## src/rtl/sfp_accum.sv

```systemverilog
// sfp_accum
// -----------------------------------------------------------------------------
// Purpose:
//    Accumulates a stream of small floating-point (SFP) terms into a
//    two's-complement fixed-point sum. Each term is decoded to an integer
//    magnitude, signed by (term sign XOR Hadamard coefficient), and added to
//    a running accumulator. The beat flagged as last closes the sum. The
//    closed sum is then held on the output until the downstream stage takes it.
//
// Configuration:
//    SFP_ACCUM_SAT_EN - when defined, a sum that overflows clamps to
//                       +/-(2^(fixWidth-1)-1). Accumulation then continues
//                       from the clamped value. When the macro is undefined,
//                       the sum wraps modulo 2^fixWidth. out_ovf is
//                       produced in both builds.
//
// Ports:
//    clk        - single clock, rising-edge active
//    rst        - synchronous active-high reset
//    in_valid   - in_sfp / in_neg / in_last carry a beat
//    in_ready   - block can accept a beat this cycle
//    in_sfp     - SFP term {sign, exp, mant}
//    in_neg     - 1 subtracts the term, 0 adds it
//    in_last    - beat is the final term of the current sum
//    out_valid  - out_fix holds a completed sum
//    out_ready  - downstream consumes out_fix this cycle
//    out_fix    - completed two's-complement sum
//    out_ovf    - overflow occurred at some point during the held sum
// -----------------------------------------------------------------------------
module sfp_accum #(
    parameter int expWidth    = 4,
    parameter int sigWidth    = 4,
    parameter int formatWidth = 9,
    parameter int fixWidth    = 21
) (
    input  logic                   clk,
    input  logic                   rst,
    input  logic                   in_valid,
    output logic                   in_ready,
    input  logic [formatWidth-1:0] in_sfp,
    input  logic                   in_neg,
    input  logic                   in_last,
    output logic                   out_valid,
    input  logic                   out_ready,
    output logic [fixWidth-1:0]    out_fix,
    output logic                   out_ovf
);

    // Two guard bits give headroom, so one add of a term to an in-range
    // accumulator can never wrap before the range check sees it.
    localparam int accWidth = fixWidth + 2;

    // The legal range is symmetric, so the most negative code counts as overflow.
    localparam logic signed [accWidth-1:0] maxVal = {3'b000, {(fixWidth-1){1'b1}}};
    localparam logic signed [accWidth-1:0] minVal = -maxVal;

    typedef enum logic {
        ACC  = 1'b0,
        HOLD = 1'b1
    } state_t;

    state_t                r_state;
    logic [fixWidth-1:0]   r_acc;
    logic                  r_sumOvf;
    logic                  r_outValid;
    logic [fixWidth-1:0]   r_outFix;
    logic                  r_outOvf;

    logic                  w_sign;
    logic [expWidth-1:0]   w_exp;
    logic [sigWidth-1:0]   w_mant;
    logic [accWidth-1:0]   w_mag;
    logic                  w_effNeg;
    logic signed [accWidth-1:0] w_accExt;
    logic signed [accWidth-1:0] w_sum;
    logic                  w_beatOvf;
    logic [fixWidth-1:0]   w_newAcc;
    logic                  w_newOvf;
    logic                  w_accept;

    // Split the SFP word into its fields.
    assign w_sign = in_sfp[formatWidth-1];
    assign w_exp  = in_sfp[sigWidth+expWidth-1 -: expWidth];
    assign w_mant = in_sfp[sigWidth-1:0];

    // Upstream may send whenever the output slot is empty or is drained this cycle.
    assign in_ready = !r_outValid || out_ready;
    assign w_accept = in_valid && in_ready;

    // Magnitude decode: exp==0 is an exact zero. Otherwise the hidden one is
    // restored and the significand is shifted up by (exp-1). This makes
    // exp=1 an unscaled {1,mant}.
    always_comb begin
        w_mag = '0;
        if (w_exp != '0) begin
            w_mag = {{(accWidth-sigWidth-1){1'b0}}, 1'b1, w_mant} << (w_exp - 1'b1);
        end
    end

    // Signed add/subtract at the widened width, followed by the range check.
    // The wrapped accumulator is sign-extended, so a wrapped partial sum is
    // treated as its two's-complement value from then on.
    assign w_effNeg  = w_sign ^ in_neg;
    assign w_accExt  = {{2{r_acc[fixWidth-1]}}, r_acc};
    assign w_sum     = w_effNeg ? (w_accExt - w_mag) : (w_accExt + w_mag);
    assign w_beatOvf = (w_sum > maxVal) || (w_sum < minVal);
    assign w_newOvf  = r_sumOvf | w_beatOvf;

    // The next accumulator value either clamps to the symmetric limit or
    // keeps the low fixWidth bits.
`ifdef SFP_ACCUM_SAT_EN
    always_comb begin
        w_newAcc = w_sum[fixWidth-1:0];
        if (w_sum > maxVal) begin
            w_newAcc = maxVal[fixWidth-1:0];
        end else if (w_sum < minVal) begin
            w_newAcc = minVal[fixWidth-1:0];
        end
    end
`else
    assign w_newAcc = w_sum[fixWidth-1:0];
`endif

    // Control FSM and datapath registers.
    // ACC collects beats. HOLD presents a finished sum. A beat accepted in
    // HOLD can only arrive while the held sum is drained. That beat starts
    // the next sum straight away, so the stream has no bubble. If that beat
    // is also last, the next result replaces the old one and the FSM stays
    // in HOLD. The accumulator and the sticky flag are cleared whenever a
    // sum closes, so the next accepted beat always starts from zero.
    always_ff @(posedge clk) begin
        if (rst) begin
            r_state    <= ACC;
            r_acc      <= '0;
            r_sumOvf   <= 1'b0;
            r_outValid <= 1'b0;
            r_outFix   <= '0;
            r_outOvf   <= 1'b0;
        end else begin
            case (r_state)
                ACC: begin
                    if (w_accept && in_last) begin
                        r_outFix   <= w_newAcc;
                        r_outOvf   <= w_newOvf;
                        r_outValid <= 1'b1;
                        r_acc      <= '0;
                        r_sumOvf   <= 1'b0;
                        r_state    <= HOLD;
                    end else if (w_accept) begin
                        r_acc    <= w_newAcc;
                        r_sumOvf <= w_newOvf;
                    end
                end
                HOLD: begin
                    if (w_accept && in_last) begin
                        r_outFix   <= w_newAcc;
                        r_outOvf   <= w_newOvf;
                        r_outValid <= 1'b1;
                        r_acc      <= '0;
                        r_sumOvf   <= 1'b0;
                    end else if (out_ready) begin
                        r_outValid <= 1'b0;
                        r_state    <= ACC;
                        if (w_accept) begin
                            r_acc    <= w_newAcc;
                            r_sumOvf <= w_newOvf;
                        end
                    end
                end
                default: begin
                    r_state <= ACC;
                end
            endcase
        end
    end

    assign out_valid = r_outValid;
    assign out_fix   = r_outFix;
    assign out_ovf   = r_outOvf;

endmodule

```

## config.mk

```make
export PLATFORM = sky130hd
export DESIGN_NAME = sfp_accum
export DESIGN_NICKNAME = d
export VERILOG_FILES = /design/src/rtl/sfp_accum.sv
export SDC_FILE = /design/constraint.sdc
export NUM_CORES = 1
export LEC_CHECK = 0
export ABC_AREA = 1
export ABC_CLOCK_PERIOD_IN_PS = 4810
export CAP_MARGIN = 15
export CELL_PAD_IN_SITES_DETAIL_PLACEMENT = 1
export CELL_PAD_IN_SITES_GLOBAL_PLACEMENT = 1
export CORE_ASPECT_RATIO = 0.8
export CORE_MARGIN = 2
export CORE_UTILIZATION = 42
export CTS_CLUSTER_SIZE = 14
export DETAILED_ROUTE_END_ITERATION = 6
export PLACE_DENSITY = 0.84
export SYNTH_ARGS = -nofsm -noshare
export SYNTH_HDL_FRONTEND = slang
export SYNTH_SLANG_ARGS = --single-unit
```

## constraint.sdc

```tcl
create_clock -name clk -period 4.81 [get_ports clk]
set_clock_uncertainty 0.05 [all_clocks]
set_input_delay 0.481 -clock clk [delete_from_list [all_inputs] [get_ports clk]]
set_output_delay 0.481 -clock clk [all_outputs]
set_load 0.03 [all_outputs]
```

==> results.json, run 1 <==
{
  "gp_congestion": 0.915,
  "drc": 0,
  "netlist_area_um2": 4380,
  "layout-drive-gt1-share_pct": 18.9,
  "critPathKind": "in2reg",
  "endpoint_kind": "register",
  "cts_buffers": 5,
  "synthDistinctLibCells": 43,
  "worstPathMaxFanout": 7,
  "routed_wl_um": 15200,
  "dpl.cell_count": 906,
  "chipWidth_um": 118,
  "finalCritPeriodShare_pct": 92.9,
  "final-seq-area_um2": 921,
  "synth.avg_cell_area_um2": 6.25,
  "track_usage_pct": 26.7,
  "hpwlAfterDp_um": 11900,
  "final_cell_mix": "nand2_1 (208), inv_1 (103), nand3_1 (52)",
  "cellPowerDensity_nw_per_um2": 399,
  "cp_slowest_cell": "clkdlybuf4s50_1",
  "start_util_pct": 43.0,
  "slew_violations": 0,
  "fin_area_um2": 5550,
  "htree_levels": 2,
  "yosysSeqAreaShare_pct": 21.0,
  "via_per_inst": 5.24,
  "yosys.area.top_type": "dfxtp_1",
  "max_clock_freq_ghz": 0.224,
  "grt_max_degree": 38,
  "required_ns": 4.93,
  "die_h_um": 95.4,
  "antenna_found_initial": 0,
  "postCtsHoldBufs": 0,
  "dr.pass1.iters": 4,
  "synth_edf_count": 0,
  "synthCells": 701,
  "place_area_um2": 5180,
  "vias": 4810,
  "clk_pin_slew_worst_paths_ns": 0.07,
  "hold_viol": 0,
  "synth_warnings": 0,
  "nNetsFinal": 819,
  "worstSkewPairLatency_ns": 0.29,
  "gr-total-overflow": 0,
  "async_reset_ff_share_pct": 0,
  "clockBufferDepth": 2,
  "instances_no_fill": 918,
  "multiInputGateArea_um2": 3110,
  "synth_nets": 742,
  "path_buf_inv": 7,
  "setup_tns_ns": 0,
  "wl_per_cell_um": 16.5,
  "relSlewSlack_pct": 58.4,
  "ys_seq_elements": 46,
  "worstMarginPinSlew_ns": 0.623,
  "crit_family": "simple AND/OR/NAND/NOR gates",
  "fp-row-count": 33,
  "finalCriticalPeriod_ns": 4.47,
  "port_buffers": 38,
  "n_antenna_cell": 0,
  "fillers": 1396,
  "areaGrowthSynthToFinish_pct": 26.6,
  "grt_pass1_vias": 4970,
  "synth_top_area_share_pct": 21.0,
  "grt_pass1_wl_um": 24300,
  "ant_nets": 0,
  "drtIter0Drc": 198,
  "rrSetupSlack_ns": 1.88,
  "clock-sinks": 46,
  "synth.area.top_cells": "dfxtp_1 (21%), nand2_1 (18%), inv_1 (9.0%)",
  "hold-worst-slack_ns": 0.422,
  "status": "completed",
  "cts_tree": "done",
  "setup_viol": 0,
  "pin_count": 39,
  "maxCapViolCount": 0,
  "hold_class": "reg2reg",
  "rsz0062_at_grt": "no",
  "ir_drop_mv": 0.181,
  "synth-main-ff-cell": "dfxtp_1",
  "slowest_delay_ns": 0.43,
  "layout_commonest_cell": "nand2_1",
  "fp.coreArea_um2": 10200,
  "cts-root-buf": "clkbuf_16",
  "die_area_um2": 11300,
  "start_kind": "primary input",
  "arrival_ns": 4.59,
  "p_leak_nw": 2.86
}
[timing repair]
action | in CTS | in global routing
setup buffers | 0 | 5
pin swaps | 0 | 12
resized for setup | 2 | 41
endpoints found under the setup margin | 2 | 6
hold endpoints to repair | 0 | 0
[metrics by stage]
| step | setup WS, ns | util [%] | power, mW |
|---|---|---|---|
| detailed placement | -0.409 | 50.8 | 1.70 |
| finish | 0.343 | 54.4 | 2.21 |
| global placement | -0.170 | 50.8 | 1.64 |
| CTS | 0.0486 | 52.6 | 2.13 |
| floorplan | 0.744 | - | 1.29 |
| global route | 0.0705 | 54.4 | 2.38 |
[final cells by class]
type / instances / share of cell area [%]
multi-input cells: 528 / 56.1
flip-flops and latches: 46 / 16.6
well taps: 140 / 3.16
clock buffers: 6 / 2.50
repair buffers: 86 / 13.5
clock inverters: 1 / 0.541
inverters: 111 / 7.62
[worst min-delay path: stages (launching register included)]
cell and delay (ns):
dfxtp_1 0.31, nand2_1 0.06, a21oi_1 0.05
[flip-flops by register name (all words and copies together), names as in the netlist]
| name | count |
|---|---|
| out_fix | 21 |
| r_acc | 21 |
| out_ovf | 1 |
| out_valid | 1 |
| r_state | 1 |
| r_sumOvf | 1 |
[cells in the mapped netlist (2+ instances only)]
master and number:
nand2_1 215, nand3_4 2, inv_4 2, nor3_1 3
clkbuf_1 13, nand2_4 6, xor2_1 13, nand4_1 10
ha_1 25, or2_2 3, inv_2 2, nor2_4 5
nor2_1 37, o21ai_1 2, o211ai_1 13, o21ai_0 21
nand2_2 12, and2_1 2, inv_1 105, a21oi_1 54
nand3_1 56, o21bai_1 7, nor2_2 5, dfxtp_1 46
xnor2_1 9, nand3_2 15, nand3b_1 2
[power by group]
part,leakage [nW],internal [mW],switching [mW]
registers,0.378,0.432,0.0371
logic,2.39,0.471,0.864
clock network,0.0829,0.257,0.154
total,2.86,1.16,1.05
[layer usage]
metal	share of wire [%]	track usage [%]	vias up
met4	1.8	7.73	0
met1	46	34.1	2306
met2	48	47.3	83
met3	4.1	3.71	25
li1	-	-	2396
met5	0	0	-
[worst paths after layout]
check / from / to / cells after the start
hold / removal: r_acc[0]$_SDFFE_PP0P_ / r_acc[0]$_SDFFE_PP0P_ / 2
setup reg to reg: r_acc[0]$_SDFFE_PP0P_ / r_sumOvf$_SDFFE_PP0P_ / 20
hold reg to reg: r_acc[0]$_SDFFE_PP0P_ / r_acc[0]$_SDFFE_PP0P_ / 2
setup / recovery: in_sfp[7] / r_sumOvf$_SDFFE_PP0P_ / 30
[cell families (layout without fill, tap and decap cells)]
logic type / Yosys count / in the layout / synth area share [%]
XOR/XNOR: 22 / 22 / 4.40
AND/OR/NAND/NOR: 378 / 378 / 42.0
adder cells (fa/ha/maj): 26 / 26 / 7.59
AO/OA/AOI/OAI: 102 / 102 / 13.5
flip-flops: 46 / 46 / 21.0
buffers and inverters: 127 / 204 / 11.4
(Power assumes the default switching activity.)
==> inputs of run 2 (changes only) <==
Settings changed: ABC_CLOCK_PERIOD_IN_PS 4810 to 5500, CAP_MARGIN 15 to 20, CORE_UTILIZATION 42 to 45, PLACE_DENSITY 0.84 to 0.89.
Clock period 4.81 ns to 5.5 ns, I/O delays scaled along.
==> run 2 against run 1 <==
- register-to-register slack improved by 0.64 ns
- hold slack better by 0.00075 ns
- wire length is 4.4% lower
- setup slack better by 0.15 ns
- flip-flop and latch count is the same
- first-iteration DRC count is 39% higher
- non-clock buffer count decreased by 39
- design area decreased by 8.9%
- power decreased by 20%
- critical path depth unchanged
- critical path type unchanged
- critical endpoint is now out_ovf$_SDFFE_PP0P_
==> results.json, run 2 (synthesis gave the netlist of run 1 again) <==
{
  "p_leak_nw": 2.62,
  "clockBufferDepth": 2,
  "slew_violations": 0,
  "drtIter0Drc": 276,
  "fp-row-count": 32,
  "arrival_ns": 5.15,
  "slowest_delay_ns": 0.49,
  "fp.coreArea_um2": 9570,
  "gp_congestion": 0.922,
  "start_kind": "primary input",
  "critPathKind": "in2reg",
  "maxCapViolCount": 0,
  "rsz0062_at_grt": "no",
  "ir_drop_mv": 0.147,
  "die_h_um": 92.3,
  "status": "completed",
  "ant_nets": 0,
  "multiInputGateArea_um2": 2980,
  "cellPowerDensity_nw_per_um2": 349,
  "layout_commonest_cell": "nand2_1",
  "endpoint_kind": "register",
  "fin_area_um2": 5050,
  "grt_pass1_wl_um": 24400,
  "vias": 4749,
  "nNetsFinal": 780,
  "start_util_pct": 45.8,
  "place_area_um2": 4900,
  "wl_per_cell_um": 16.9,
  "routed_wl_um": 14500,
  "place_ws_ns": 0.0165,
  "die_area_um2": 10600,
  "hold-worst-slack_ns": 0.423,
  "grt_max_degree": 38,
  "clk_pin_slew_worst_paths_ns": 0.07,
  "pin_count": 39,
  "fillers": 1290,
  "layout-drive-gt1-share_pct": 11.0,
  "instances_no_fill": 858,
  "cts-root-buf": "clkbuf_16",
  "final-seq-area_um2": 921,
  "dpl.cell_count": 851,
  "worstPathMaxFanout": 6,
  "hold_viol": 0,
  "cp.depth": 30,
  "htree_levels": 2,
  "relSlewSlack_pct": 37.8,
  "n_antenna_cell": 0,
  "worstMarginPinSlew_ns": 0.930,
  "max_clock_freq_ghz": 0.200,
  "worstSkewPairLatency_ns": 0.29,
  "setup_viol": 0,
  "hold_class": "reg2reg",
  "gr-total-overflow": 0,
  "required_ns": 5.64,
  "postLayoutCoreUtil_pct": 52.8,
  "hold_depth": 2,
  "antenna_found_initial": 0,
  "areaGrowthSynthToFinish_pct": 15.3,
  "grt_pass1_vias": 4997,
  "setup_tns_ns": 0,
  "track_usage_pct": 28.8,
  "cp_slowest_cell": "clkdlybuf4s50_1",
  "finalCriticalPeriod_ns": 5.01,
  "dr.pass1.iters": 5,
  "via_per_inst": 5.53,
  "setup_ws_ns": 0.492,
  "finalPower_mw": 1.76,
  "reg2regPathDepth": 20,
  "final_cell_mix": "nand2_1 (215), inv_1 (105), nand3_1 (56)",
  "clock-sinks": 46,
  "crit_family": "simple AND/OR/NAND/NOR gates",
  "finalCritPeriodShare_pct": 91.0,
  "chipWidth_um": 114,
  "hpwlAfterDp_um": 11500,
  "drc": 0,
  "cts_tree": "done",
  "cts_buffers": 5,
  "port_buffers": 38,
  "path_buf_inv": 7
}
-- run 2: cell count changes in the layout (fill, tap and decap cells not counted), moves of 4 or more --
cell	before	now
a21oi_1	48	52
nor2_1	29	36
a21oi_2	7	3
nand2_1	208	215
buf_4	48	9
nor2_2	10	6
nand3_1	52	56
nand2_2	19	12
-- run 2: path summary, 6_finish.rpt --
check | slack, ns | to | start
min | 0.42 | r_acc[0]$_SDFFE_PP0P_ | r_acc[0]$_SDFFE_PP0P_
min reg2reg | 0.42 | r_acc[0]$_SDFFE_PP0P_ | r_acc[0]$_SDFFE_PP0P_
max | 0.49 | out_ovf$_SDFFE_PP0P_ | in_sfp[5]
max reg2reg | 2.52 | r_sumOvf$_SDFFE_PP0P_ | r_acc[0]$_SDFFE_PP0P_
-- run 2: tightest hold or removal path: cells and delay by family (launching register included) --
family | cells | cell delay (ns)
compound gates | 1 | 0.06
flops | 1 | 0.31
simple gates | 1 | 0.06
-- run 2: layer usage --
layer / vias to the layer above / wire length (µm) / GRT usage, %
met5: - / 0 / 0
met4: 0 / 246 / 7.01
met3: 27 / 595 / 4.23
met2: 114 / 6800 / 48.6
met1: 2285 / 6860 / 38.4
li1: 2323 / - / -
-- run 2: layout make-up --
class                           count  share of cell area (%)
Timing Repair Buffer               47                    8.91
Sequential cell                    46                    18.2
Multi-Input combinational cell    528                    58.9
Tap cell                          119                    2.95
Clock buffer                        5                    2.48
Clock inverter                      2                   0.198
Inverter                          111                    8.37
-- run 2: timing repair --
action / in CTS / in global routing
setup buffers: 0 / 0
hold buffers: 0 / 0
endpoints found under the setup margin: 0 / 2
hold endpoints to repair: 0 / 0
gates resized for setup: 0 / 5
-- run 2: power by group --
part           internal, mW  switching [mW]
combinational         0.336           0.716
sequential            0.378          0.0303
clock                 0.165           0.137
total                 0.879           0.884
